[src/rtl/frv_clmul_mc.sv]
// Multi-cycle carry-less multiplier (clmul / clmulh / clmulr) consuming BPC multiplier bits per cycle.
// Optional macro FRV_CLMUL_EARLY_EXIT_EN: finish as soon as the remaining multiplier bits are all zero.
module frv_clmul_mc #(
  parameter int XLEN = 32,
  parameter int BPC  = 1
) (
  input  logic            g_clk,
  input  logic            g_rst,
  input  logic            flush,
  input  logic            in_valid,
  output logic            in_ready,
  input  logic            op_clmul,
  input  logic            op_clmulh,
  input  logic            op_clmulr,
  input  logic [XLEN-1:0] rs1,
  input  logic [XLEN-1:0] rs2,
  output logic            out_valid,
  input  logic            out_ready,
  output logic [XLEN-1:0] result
);

  localparam int STEPS = XLEN / BPC;
  localparam int CW    = $clog2(STEPS) + 1;
  localparam logic [CW-1:0] LAST_CNT = CW'(STEPS);

  generate
    if (XLEN != 32 && XLEN != 64) begin : g_bad_xlen
      $error("frv_clmul_mc: XLEN must be 32 or 64");
    end
    if ((BPC != 1 && BPC != 2 && BPC != 4 && BPC != 8) || (XLEN % BPC) != 0) begin : g_bad_bpc
      $error("frv_clmul_mc: BPC must be 1, 2, 4 or 8 and divide XLEN");
    end
  endgenerate

  typedef enum logic [1:0] {
    ST_IDLE = 2'd0,
    ST_BUSY = 2'd1,
    ST_DONE = 2'd2
  } state_t;

  typedef enum logic [1:0] {
    OP_CLMUL  = 2'd0,
    OP_CLMULH = 2'd1,
    OP_CLMULR = 2'd2
  } op_t;

  state_t            state, state_d;
  op_t               op_sel, op_d, op_dec;
  logic [2*XLEN-1:0] acc, acc_d, acc_step;
  logic [2*XLEN-1:0] a_sh, a_sh_d, a_sh_next;
  logic [XLEN-1:0]   b_sh, b_sh_d, b_sh_next;
  logic [CW-1:0]     cnt, cnt_d, cnt_next;
  logic              busy_last;

  // clmul wins over clmulh over clmulr; no op bit at all also means clmul.
  always_comb begin
    op_dec = OP_CLMUL;
    if (op_clmul)
      op_dec = OP_CLMUL;
    else if (op_clmulh)
      op_dec = OP_CLMULH;
    else if (op_clmulr)
      op_dec = OP_CLMULR;
  end

  always_comb begin
    acc_step = acc;
    for (int j = 0; j < BPC; j++) begin
      if (b_sh[j])
        acc_step = acc_step ^ (a_sh << j);
    end
  end

  assign a_sh_next = a_sh << BPC;
  assign b_sh_next = b_sh >> BPC;
  assign cnt_next  = cnt + CW'(1);

`ifdef FRV_CLMUL_EARLY_EXIT_EN
  assign busy_last = (cnt_next == LAST_CNT) || (b_sh_next == '0);
`else
  assign busy_last = (cnt_next == LAST_CNT);
`endif

  always_comb begin
    state_d   = state;
    acc_d     = acc;
    a_sh_d    = a_sh;
    b_sh_d    = b_sh;
    cnt_d     = cnt;
    op_d      = op_sel;
    in_ready  = 1'b0;
    out_valid = 1'b0;
    unique case (state)
      ST_IDLE: begin
        in_ready = 1'b1;
        if (in_valid) begin
          state_d = ST_BUSY;
          acc_d   = '0;
          a_sh_d  = {{XLEN{1'b0}}, rs1};
          b_sh_d  = rs2;
          cnt_d   = '0;
          op_d    = op_dec;
        end
      end
      ST_BUSY: begin
        acc_d  = acc_step;
        a_sh_d = a_sh_next;
        b_sh_d = b_sh_next;
        cnt_d  = cnt_next;
        if (busy_last)
          state_d = ST_DONE;
      end
      ST_DONE: begin
        out_valid = 1'b1;
        if (out_ready)
          state_d = ST_IDLE;
      end
      default: state_d = ST_IDLE;
    endcase
    // A flush drops whatever is in flight, including an unconsumed result or a new request.
    if (flush) begin
      state_d = ST_IDLE;
      acc_d   = '0;
      cnt_d   = '0;
    end
  end

  always_ff @(posedge g_clk) begin
    if (g_rst) begin
      state  <= ST_IDLE;
      acc    <= '0;
      a_sh   <= '0;
      b_sh   <= '0;
      cnt    <= '0;
      op_sel <= OP_CLMUL;
    end else begin
      state  <= state_d;
      acc    <= acc_d;
      a_sh   <= a_sh_d;
      b_sh   <= b_sh_d;
      cnt    <= cnt_d;
      op_sel <= op_d;
    end
  end

  always_comb begin
    result = '0;
    if (state == ST_DONE) begin
      unique case (op_sel)
        OP_CLMULH: result = {1'b0, acc[2*XLEN-2:XLEN]};
        OP_CLMULR: result = acc[2*XLEN-2:XLEN-1];
        default:   result = acc[XLEN-1:0];
      endcase
    end
  end

endmodule

[config.mk]
export PLATFORM = sky130hd
export DESIGN_NAME = frv_clmul_mc
export DESIGN_NICKNAME = d
export VERILOG_FILES = /design/src/rtl/frv_clmul_mc.sv
export SDC_FILE = /design/constraint.sdc
export NUM_CORES = 1
export LEC_CHECK = 0
export BUFFER_PORTS_ARGS = -buffer_cell sky130_fd_sc_hd__buf_2
export CORE_ASPECT_RATIO = 0.6
export CORE_MARGIN = 4
export CORE_UTILIZATION = 46
export CTS_BUF_LIST = sky130_fd_sc_hd__clkbuf_16
export DETAILED_ROUTE_END_ITERATION = 6
export MAX_ROUTING_LAYER = met4
export PLACE_DENSITY_LB_ADDON = 0.2
export SLEW_MARGIN = 20
export SYNTH_ARGS = -nofsm -noshare
export SYNTH_HDL_FRONTEND = slang
export SYNTH_SLANG_ARGS = --single-unit
[constraint.sdc]
create_clock -name g_clk -period 1.8 [get_ports g_clk]
set_input_delay 0.36 -clock g_clk [delete_from_list [all_inputs] [get_ports g_clk]]
set_output_delay 0.36 -clock g_clk [all_outputs]
set_load 0.01 [all_outputs]
==> summary.txt <==
status: complete, but fails checks
failing checks: negative setup slack
most common cell after layout, fill and taps aside: dfxtp_1
cells after synthesis: 1019
final WL: 22300 um
Routed wire per std cell: 16.7 um
clock sink total: 168
Setup Skew: 12.2 ps
Core ar.: 17100 sq um
port bufs: 105
total chip power: 0.00851 W
#FFs+latches synth: 168
initial core utilization: 46.9%
Pre-antenna DRT Iters: 5
post-synth top area share: 41.9%
post-route ant nets: 0
clk slew on worst S/H paths: 70 ps
sequential element share of the synthesized area: 41.9%
CTS tree: done
# IOs: 106
hold_sp: out_ready
highest ir drop seen on vdd: 0.604 mV
ant diodes: 0
Row Count: 37
crit start category: register
Die Y: 110 um
fmax: 0.467 GHz
GPL Wtd Cong: 0.772
fin. max-slew vios: 0
min Tclk post-route: 2140 ps
WHS: 123 ps
CTS Buffer Depth: 2
share of cells above drive strength 1: 21.5%
via count: 7616
TritonCTS buffer count: 17
FF-to-FF End: acc[17]
RSZ-0062 raised after global routing: yes
min-delay worst type: in2reg
CP Max Fanout: 22
total track usage: 22.8%
Iteration-0 DRC Markers: 656
initial antenna violation count: 0
Hold Vio Cnt, Final: 0
commonest non-fill, non-tap cells in the layout: dfxtp_1, nand2_1, buf_2, a21oi_1, nor2_1
CP Capture Type: output pin
global-route wire length before repair: 34800 um
vias in the first global route: 6580
Critical Path AT: 1780 ps
# nets final: 1158
residual DRC count: 0
worst reg2reg path startpoint: state[0]
Netlist cell types: 39
hold depth: 2
Slew @ Worst Pin: 448 ps
Max Cap Viol: 0
via/cell ratio: 5.73
Synth area leader: dfxtp_1
Lkg Pwr: 3.67 nW
Yosys warnings: 0
Hold Buf Count CTS: 0
Relative slew margins: 70.1%
CP required: 1440 ps
Mapped Avg Cell Area: 7.88 sq um
Post-Syn Area: 8030 sq um
Hold Path End: state[1]
Worst R2R Setup Slack: 120 ps
Die Wd: 179 um
root buffer cell: clkbuf_16
post-DP HPWL: 14200 um
final critical-path share of the clock period: 119%
setup violators final: 32
Place WS: -109 ps
largest net degree at the start of global routing: 94
power density over the cells: 854 nW/um^2
clock insertion delay at the later pin of the skew report: 430 ps
Synth-to-Final Area Change: 24.2%
worst r2r path cells: 6
Die ar.: 19700 sq um
grt total ovfl: 0
H-Tree Depth: 4
Worst Setup SP: op_sel[0]
Synth area leaders: dfxtp_1, nand2_1, a311oi_1, a21oi_1, o31ai_1
CP Class: reg2out
setup ws final: -342 ps
syn nets: 1094
per-stage QoR:
step	util [%]	std cells	TNS [ps]	area (sq um)
after floorplan	-	1019	-1330	8030
after global placement	51.9	1293	-118	8890
after detailed placement	51.9	1293	-203	8890
after CTS	57.4	1328	-8720	9840
after global routing	58.2	1329	-11390	9970
final	58.2	1329	-9160	9970
cell type report:
class                   count  area (sq um)
clock buffers              18           450
flip-flops and latches    168          3370
inverters                  66           248
repair buffers            148          1130
well taps                 234           293
multi-input cells         682          4350
fillers                  1578          7160
clock inverters            13           130
cell families after synthesis:
kind of cell	count (synthesis)	synth area share (%)
AND/OR/NAND/NOR	407	24.6
AO/OA/AOI/OAI	269	23.6
buffers and inverters	169	8.94
flip-flops	168	41.9
multiplexers	3	0.530
adder cells (fa/ha/maj)	3	0.467
where the power goes:
group / switching, W / total (W) / internal, W
combinational: 0.000552 / 0.000946 / 0.000394
sequential: 0.0000956 / 0.00395 / 0.00385
clock: 0.00151 / 0.00362 / 0.00211
synthesized netlist by cell type (all sizes together):
cell and count:
a21oi 100, a221oi 31, a22oi 3, a311oi 63, a32o 1, a32oi 1, and3 2, and3b 1
buf 50, clkbuf 53, dfxtp 168, ha 3, inv 66, mux2i 3, nand2 163, nand2b 2
nand3 33, nand3b 3, nor2 70, nor2b 32, nor3 31, nor3b 4, o211ai 1, o21ai 2
o21ba 1, o21bai 1, o311a 1, o31ai 63, o32ai 1, or2 1, or3 1, or3b 1
or4 63
worst max-delay path, cell delays in order, from the launching register on:
cell	delay, ps
dfxtp_2	340
inv_2	40
ha_4	300
buf_8	200
a221oi_1	70
nor3_1	210
buf_2	180
sequential cells by signal (all words and copies together) (netlist names):
signal	flops
a_sh	63
acc	63
b_sh	32
cnt	6
op_sel	2
state	2
worst max-delay path by stage:
stage,endpoint,slack [ps],cells after the start
floorplan,result[22],-50,6
global placement,result[2],-60,6
CTS,result[2],-320,6
detailed placement,result[2],-110,6
finish,result[0],-340,6
global route,result[0],-410,6
metal layers:
metal  GRT usage (%)  vias to the layer above  routed length (um)
li1                -                     3825                   -
met1            33.3                     3575               10900
met2            32.0                      194                9810
met3            4.77                       22                1200
met4            5.97                        0                 327
met5               -                        -                   0
timing repair:
item / CTS / global route
setup buffers: 2 / 0
cloned: 2 / 1
gates resized for setup: 55 / 18
setup endpoints to repair: 33 / 33
pin swaps: 5 / 2
Power figures use the tool's default switching activity.
